File: config.mk
export PLATFORM = sky130hd
export DESIGN_NAME = mem_access_unit
export DESIGN_NICKNAME = d
export VERILOG_FILES = /design/src/rtl/mem_pkg.sv /design/src/rtl/store_lane_align.sv /design/src/rtl/mem_access_unit.sv
export SDC_FILE = /design/constraint.sdc
export NUM_CORES = 1
export LEC_CHECK = 0
export ABC_AREA = 1
export CAP_MARGIN = 10
export CORE_MARGIN = 3
export CORE_UTILIZATION = 45
export DETAILED_ROUTE_END_ITERATION = 10
export MAX_ROUTING_LAYER = met4
export PLACE_DENSITY_LB_ADDON = 0.1
export SLEW_MARGIN = 20
export SYNTH_ARGS = -nofsm -noshare
export SYNTH_HDL_FRONTEND = slang
export SYNTH_SLANG_ARGS = --single-unit
File: constraint.sdc
create_clock -name clk_i -period 1.9 [get_ports clk_i]
set_input_delay 0.38 -clock clk_i [delete_from_list [all_inputs] [get_ports clk_i]]
set_output_delay 0.38 -clock clk_i [all_outputs]
set_load 0.05 [all_outputs]
File: src/rtl/mem_pkg.sv
// Shared types and helpers for the memory-access stage: funct3 encodings,
// sequencer states and the legality/alignment check applied at accept.
package mem_pkg;

    localparam logic [2:0] F3_B  = 3'd0;
    localparam logic [2:0] F3_H  = 3'd1;
    localparam logic [2:0] F3_W  = 3'd2;
    localparam logic [2:0] F3_BU = 3'd4;
    localparam logic [2:0] F3_HU = 3'd5;

    typedef enum logic [1:0] {IDLE, BUS, RESP} mem_state_t;

    // True when funct3 is legal for the direction and the address is naturally aligned.
    function automatic logic access_ok(input logic we, input logic [2:0] f3,
                                       input logic [1:0] addr_lo);
        logic legal;
        logic aligned;
        if (we) begin
            legal = (f3 == F3_B) || (f3 == F3_H) || (f3 == F3_W);
        end else begin
            legal = (f3 == F3_B) || (f3 == F3_H) || (f3 == F3_W) ||
                    (f3 == F3_BU) || (f3 == F3_HU);
        end
        case (f3[1:0])
            2'd1:    aligned = ~addr_lo[0];
            2'd2:    aligned = (addr_lo == 2'b00);
            default: aligned = 1'b1;
        endcase
        return legal && aligned;
    endfunction

endpackage

File: src/rtl/store_lane_align.sv
// Store lane steering: replicates byte/half store data across the word and
// builds the matching byte-enable mask from the low address bits.
module store_lane_align
    import mem_pkg::*;
(
    input  logic [2:0]  funct3_i,
    input  logic [1:0]  addr_lo_i,
    input  logic [31:0] wdata_i,
    output logic [3:0]  wstrb_o,
    output logic [31:0] wdata_o
);

    always_comb begin
        wstrb_o = 4'b0000;
        wdata_o = wdata_i;
        case (funct3_i)
            F3_B: begin
                wdata_o = {4{wdata_i[7:0]}};
                wstrb_o = 4'b0001 << addr_lo_i;
            end
            F3_H: begin
                wdata_o = {2{wdata_i[15:0]}};
                wstrb_o = 4'b0011 << addr_lo_i;
            end
            F3_W: begin
                wstrb_o = 4'b1111;
            end
            default: begin
                wstrb_o = 4'b0000;
            end
        endcase
    end

endmodule

File: src/rtl/mem_access_unit.sv
// Memory-stage sequencer: accepts one load/store, runs a single-beat bus
// transaction with timeout, and returns byte-shifted load data or a fault flag.
module mem_access_unit
    import mem_pkg::*;
#(
    parameter int unsigned ADDR_W  = 32,
    parameter int unsigned TIMEOUT = 255
) (
    input  logic              clk_i,
    input  logic              rst_i,
    input  logic              req_valid_i,
    output logic              req_ready_o,
    input  logic              req_we_i,
    input  logic [2:0]        req_funct3_i,
    input  logic [ADDR_W-1:0] req_addr_i,
    input  logic [31:0]       req_wdata_i,
    output logic              mem_valid_o,
    input  logic              mem_ready_i,
    output logic              mem_we_o,
    output logic [ADDR_W-1:0] mem_addr_o,
    output logic [3:0]        mem_wstrb_o,
    output logic [31:0]       mem_wdata_o,
    input  logic [31:0]       mem_rdata_i,
    output logic              resp_valid_o,
    output logic [31:0]       resp_rdata_o,
    output logic              resp_misaligned_o,
    output logic              resp_fault_o
);

    localparam int unsigned CntW = $clog2(TIMEOUT + 1);

    mem_state_t        state_q, state_d;
    logic [CntW-1:0]   cnt_q, cnt_d;
    logic [31:0]       rdata_q, rdata_d;
    logic              mis_q, mis_d;
    logic              fault_q, fault_d;

    logic              we_q;
    logic [2:0]        f3_q;
    logic [ADDR_W-1:0] addr_q;
    logic [31:0]       wdata_q;

    logic              accept;
    logic [3:0]        lane_wstrb;
    logic [31:0]       lane_wdata;

    assign accept = req_valid_i && (state_q == IDLE);

    always_ff @(posedge clk_i) begin
        if (rst_i) begin
            state_q <= IDLE;
            cnt_q   <= '0;
            rdata_q <= '0;
            mis_q   <= 1'b0;
            fault_q <= 1'b0;
            we_q    <= 1'b0;
            f3_q    <= 3'd0;
            addr_q  <= '0;
            wdata_q <= '0;
        end else begin
            state_q <= state_d;
            cnt_q   <= cnt_d;
            rdata_q <= rdata_d;
            mis_q   <= mis_d;
            fault_q <= fault_d;
            if (accept) begin
                we_q    <= req_we_i;
                f3_q    <= req_funct3_i;
                addr_q  <= req_addr_i;
                wdata_q <= req_wdata_i;
            end
        end
    end

    always_comb begin
        state_d = state_q;
        cnt_d   = cnt_q;
        rdata_d = rdata_q;
        mis_d   = mis_q;
        fault_d = fault_q;
        case (state_q)
            IDLE: begin
                if (req_valid_i) begin
                    cnt_d   = '0;
                    rdata_d = '0;
                    if (access_ok(req_we_i, req_funct3_i, req_addr_i[1:0])) begin
                        state_d = BUS;
                    end else begin
                        state_d = RESP;
                        mis_d   = 1'b1;
                    end
                end
            end
            BUS: begin
                if (mem_ready_i) begin
                    state_d = RESP;
                    rdata_d = we_q ? 32'd0 : (mem_rdata_i >> {addr_q[1:0], 3'b000});
                end else if (cnt_q == CntW'(TIMEOUT - 1)) begin
                    state_d = RESP;
                    fault_d = 1'b1;
                end else begin
                    cnt_d = cnt_q + CntW'(1);
                end
            end
            RESP: begin
                state_d = IDLE;
                cnt_d   = '0;
                rdata_d = '0;
                mis_d   = 1'b0;
                fault_d = 1'b0;
            end
            default: begin
                state_d = IDLE;
            end
        endcase
    end

    store_lane_align u_store_lane_align (
        .funct3_i  (f3_q),
        .addr_lo_i (addr_q[1:0]),
        .wdata_i   (wdata_q),
        .wstrb_o   (lane_wstrb),
        .wdata_o   (lane_wdata)
    );

    assign req_ready_o       = (state_q == IDLE);
    assign mem_valid_o       = (state_q == BUS);
    assign mem_we_o          = we_q;
    assign mem_addr_o        = {addr_q[ADDR_W-1:2], 2'b00};
    assign mem_wstrb_o       = (mem_valid_o && we_q) ? lane_wstrb : 4'b0000;
    assign mem_wdata_o       = lane_wdata;
    assign resp_valid_o      = (state_q == RESP);
    assign resp_rdata_o      = rdata_q;
    assign resp_misaligned_o = mis_q;
    assign resp_fault_o      = fault_q;

endmodule

Word level (Yosys, flattened, before mapping)
Cells that the tools add are included.
{ "classes": {"add_sub_neg": 1, "n_eq_ne": 18, "shift": 3, "muxes": 28, "n_bitwise": 1, "n_reduce_logical": 19} }
{ "ops": {"columns": ["operator", "count"], "rows": [
  ["$mux 32", 3],
  ["$pmux 32 s3", 1],
  ["$pmux 32 s2", 1],
  ["$shr 32x5->32", 1],
  ["$mux 8", 3],
  ["$pmux 8 s3", 1],
  ["$pmux 4 s3", 1],
  ["$mux 1", 9],
  ["$reduce_and 3->1", 3],
  ["$add 8x1->8 const B", 1],
  ["$eq 8x8->1 const B", 1],
  ["$mux 2", 4],
  ["$ne 2x2->1 const B", 4],
  ["$eq 3x1->1 const B", 2],
  ["$eq 3x2->1 const B", 2],
  ["$eq 3x3->1 const B", 2],
  ["$logic_not 3->1", 2],
  ["$pmux 1 s2", 3],
  ["$eq 2x1->1 const B", 2],
  ["$eq 2x2->1 const B", 2],
  ["$logic_not 2->1", 2],
  ["$logic_or 1x1->1", 4],
  ["$mux 4", 1],
  ["$ne 2x1->1 const B", 2],
  ["10 further kinds", 13]
]} }
{ "totals": {"reg_bits": 112, "in_bits": 104, "out_inout_bits": 106, "wordCells": 79} }

Longest topological paths before layout
{ "logic_depth": {"depth_word": 12, "depth_mapped": 10, "ltp_nobuf": 10} }

Cells and area by module
From an unflattened synthesis, not the netlist that was laid out.
{ "unflattened": {"cells_unflattened": 819, "hier_area_um2": 5582.9} }
{ "modules_own_cells": {"columns": ["module", "instances", "cells_per_inst", "area_each_um2", "seq_area_each_um2"], "rows": [
  ["mem_access_unit", 1, 716, 5082.4, 2242.2],
  ["store_lane_align", 1, 103, 500.5, 0.0]
]} }

Worst setup path after synthesis
OpenSTA, ideal clock, no wires.
{ "synth_path": {"path_type": "reg-to-output", "startpoint": "register f3_q[1]", "endpoint": "output port mem_wdata_o[10]", "t_arrival_ns": 2.034, "required_ns": 1.520, "path_slack_ns": -0.514, "path_stages_with_launch": 6, "path_buffers": 1, "path_cell_list": "dfxtp_1 > clkinv_1 > nand3b_2 > nand2_1 > clkbuf_1 > o21ai_0"} }
{ "synth_between": {"elab_chain_cells": 2, "elab_cells_between_ends": 3, "classes_between": "eq/ne (1); mux (1); reduce/logical (1)"} }
{ "synth_lines": {"columns": ["element", "line", "source"], "rows": [
  ["start, declared", "mem_access_unit.sv:39", "logic [2:0] f3_q;"],
  ["start signal, assigned", "mem_access_unit.sv:68", "f3_q <= req_funct3_i;"],
  ["$eq 3x1->1 or $logic_not 3->1 (tied branches)", "store_lane_align.sv:16", "case (funct3_i)"],
  ["$pmux 32 s2 (*)", "store_lane_align.sv:16", null],
  ["end, declared", "mem_access_unit.sv:22", "output logic [31:0] mem_wdata_o,"]
]} }
Every way passes the cells marked *; elsewhere a longest branch is shown, timed or not.

Worst setup path in the final report
{ "layout_path": {"startpoint": "register f3_q[2]", "endpoint": "output port mem_wstrb_o[2]"} }
{ "layout_between": {"elab_chain_cells": 3, "elab_cells_between_ends": 5, "classes_between": "eq/ne (2); mux (2); reduce/logical (1)"} }
{ "layout_lines": {"columns": ["element", "line", "source"], "rows": [
  ["$eq 3x2->1, or another cell as far along", "store_lane_align.sv:16", null],
  ["$pmux 4 s3 (*)", "store_lane_align.sv:16", null],
  ["$mux 4 (*)", "mem_access_unit.sv:130", "assign mem_wstrb_o = (mem_valid_o && we_q) ? lane_wstrb : 4'b0000;"],
  ["end, declared", "mem_access_unit.sv:21", "output logic [3:0] mem_wstrb_o,"]
]} }
Marked as above.

==> results.json <==
{
  "worst_slack_ns": -0.111,
  "drv_cap": 0,
  "htreeDepth": 3,
  "leakagePower_nw": 3.83,
  "drt_wl_total_um": 17400,
  "areaGrowthSynthToFinish_pct": 46.9,
  "ys_types": 36,
  "final_cell_area_mm2": 0.00848,
  "remaining_drc_errors": 0,
  "antenna_found_initial": 0,
  "clk_pin_slew_ns": 0.07,
  "vias": 5791,
  "synth_seq_cells": 112,
  "grt_pass1_wl_um": 27800,
  "ant_nets": 0,
  "die_area_mm2": 0.0142,
  "critPathKind": "reg -> out",
  "die_w_um": 119,
  "ios": 210,
  "violations": "negative setup slack",
  "period_minus_slack_ns": 2.01,
  "grt_pass1_vias": 5686,
  "fp.coreArea_mm2": 0.0123,
  "grt-ovfl-total": 0,
  "initialDrtViolationCount": 488,
  "place_hpwl_um": 12300,
  "placed_cell_area_mm2": 0.00779,
  "nets": 1066,
  "yosysSeqAreaShare_pct": 38.9,
  "dr.pass1.iters": 5,
  "fp-row-count": 40,
  "wl_per_cell_um": 15.4,
  "cts.hold.buffers_added": 0,
  "initial_utilization_pct": 47.1,
  "worst-path-max-fanout": 7,
  "gp_congestion": 0.904,
  "relSlewSlack_pct": 59.9,
  "finClkSkew_ns": 0.00482,
  "arrival_ns": 1.63,
  "syn_avg_cell_area_um2": 7.26,
  "worst_pin_slew_ns": 0.602,
  "clock_latency_ns": 0.35,
  "port_buffers": 207,
  "grt_use_total_pct": 24.7,
  "cts_tree": "yes",
  "hold_viol_final": 0,
  "syn_area_mm2": 0.00577,
  "syn_inst": 795,
  "powerDensity_mw_per_mm2": 861,
  "post-route-period-util_pct": 106,
  "grt_max_degree": 64,
  "startpoint_type": "flop",
  "cts_buffer_depth": 2,
  "hold_path_depth": 2,
  "rsz0062_at_grt": "yes",
  "fin_util_pct": 69.1,
  "cp.required_ns": 1.52,
  "ir_worst_vdd_mv": 0.679,
  "n_antenna_cell": 0,
  "die_h_um": 119,
  "cp-end-kind": "output port",
  "cts_buffers": 9,
  "slew_violations": 0,
  "root_buffer": "clkbuf_16",
  "worstRegToRegCells": 7,
  "run_status": "finished with violations",
  "ys_warn_count": 0,
  "drive_gt1_share_pct": 23.6,
  "hp-class": "reg -> reg",
  "cts_sinks": 112,
  "final-setup-viol-count": 20,
  "fmax_mhz": 497,
  "viasPerCell": 5.12
}
flip-flops by register name, summed over array words and instances, names as in the netlist:
name	cells
addr_q	32
cnt_q	8
f3_q	3
mem_we_o	1
resp_fault_o	1
resp_misaligned_o	1
resp_rdata_o	32
state_q	2
wdata_q	32
metal layers:
| layer | vias up | global-route usage, % | part of all wire (%) |
|---|---|---|---|
| met5 | - | - | 0 |
| met4 | 0 | 6.23 | 1.4 |
| met3 | 22 | 6.32 | 6.8 |
| met2 | 223 | 39.8 | 48 |
| met1 | 2677 | 31.0 | 44 |
| li1 | 2869 | - | - |
layout make-up:
type,count,area [um^2]
sequential,112,2250
timing repair buffer,238,2530
multi-input combinational,537,2960
clock buffer,9,225
inverter,59,239
clock inverter,7,55.1
fill,1029,3790
tap,168,210
kinds of logic (layout without fill, tap and decap cells):
logic type	count (synthesis)	count (layout)	share of synthesized area (%)
AOI/OAI and AO/OA	178	178	17.7
xor gates and xnor gates	1	1	0.152
adders and majority gates	5	5	1.08
buffers and inverters	147	313	13.6
DFF	112	112	38.9
muxes	6	6	1.17
other	1	2	0.0650
and+or+nand+nor	345	345	27.3
per-stage QoR:
step / hold WS (ns) / instances / total power, mW / setup TNS, ns / worst slack [ns]
floorplan: 0.445 / 796 / 4.40 / -1.57 / -0.197
global placement: 0.455 / 1107 / 5.19 / -0.0489 / -0.0489
detailed placement: 0.458 / 1107 / 5.23 / -0.00542 / -0.00542
CTS: 0.471 / 1131 / 7.31 / -1.73 / -0.0995
global route: 0.481 / 1130 / 7.62 / -2.84 / -0.160
finish: 0.468 / 1130 / 7.30 / -1.23 / -0.111
critical path, stage by stage (launching register included):
cell and delay, ns:
dfxtp_2 0.35, nor2_4 0.14, nand2_4 0.08, nand2_4 0.11
buf_12 0.14, nand3b_1 0.12, a21oi_4 0.19, buf_12 0.15
Yosys cell counts:
| master | instances | share of area [%] |
|---|---|---|
| o22ai_1 | 2 | 0.22 |
| dfxtp_1 | 112 | 39 |
| nor2_4 | 2 | 0.39 |
| inv_1 | 52 | 3.4 |
| o21ai_4 | 1 | 0.28 |
| nor3_1 | 11 | 0.95 |
| nor2_8 | 3 | 1.0 |
| nand3b_2 | 1 | 0.20 |
| inv_2 | 2 | 0.13 |
| inv_8 | 1 | 0.20 |
| buf_12 | 3 | 1.0 |
| xnor2_1 | 1 | 0.15 |
| nor2_2 | 1 | 0.11 |
| o21ai_0 | 96 | 8.3 |
| clkinv_1 | 2 | 0.13 |
| nand3b_1 | 1 | 0.13 |
| buf_4 | 42 | 5.5 |
| inv_4 | 2 | 0.22 |
| a21oi_2 | 29 | 4.4 |
| or2_1 | 1 | 0.11 |
| o21ai_1 | 1 | 0.087 |
| clkbuf_1 | 32 | 2.1 |
| o21a_1 | 1 | 0.13 |
| conb_1 | 1 | 0.065 |
| nand2_1 | 103 | 6.7 |
| nand2_2 | 33 | 3.6 |
| ha_1 | 5 | 1.1 |
| nor2_1 | 122 | 7.9 |
| nor3b_1 | 1 | 0.13 |
| nand3_4 | 1 | 0.30 |
| nand3_1 | 60 | 5.2 |
| o211ai_1 | 3 | 0.39 |
| a21oi_1 | 45 | 3.9 |
| nand4_1 | 5 | 0.54 |
| buf_2 | 11 | 0.95 |
| mux2_2 | 6 | 1.2 |
what timing repair did:
action                     4_1_cts  5_1_grt
setup endpoints to repair       47       52
gates resized for setup         86       46
setup buffers                    7        1
cloned                           1        0
pin swaps                       10        7
worst paths after layout:
kind	startpoint	endpoint	slack [ns]
setup / recovery	f3_q[2]	mem_wstrb_o[2]	-0.11
hold reg to reg	resp_rdata_o[19]	resp_rdata_o[19]	0.47
hold / removal	resp_rdata_o[19]	resp_rdata_o[19]	0.47
setup reg to reg	state_q[0]	f3_q[0]	0.19
cell usage in the layout (no fill, tap or decap), drive strengths merged:
master	synthesis	layout
inv	57	58
a21oi	74	74
o22ai	2	2
nor3b	1	1
dfxtp	112	112
nand2	136	136
nand3	61	61
buf	56	93
clkbuf	32	9
nand4	5	5
o21ai	98	98
clkinv	2	6
xnor2	1	1
o21a	1	1
nor3	11	11
nor2	128	128
clkinvlp	0	2
ha	5	5
nand3b	2	2
dlygate4sd2	0	19
conb	1	2
or2	1	1
o211ai	3	3
clkdlybuf4s50	0	103
mux2	6	6
dlymetal6s2s	0	23
where the power goes:
group / switching (mW) / total (mW) / internal (mW)
registers: 0.113 / 2.64 / 2.52
logic: 1.75 / 2.83 / 1.08
clock network: 0.927 / 1.83 / 0.903
(Power assumes the default switching activity.)
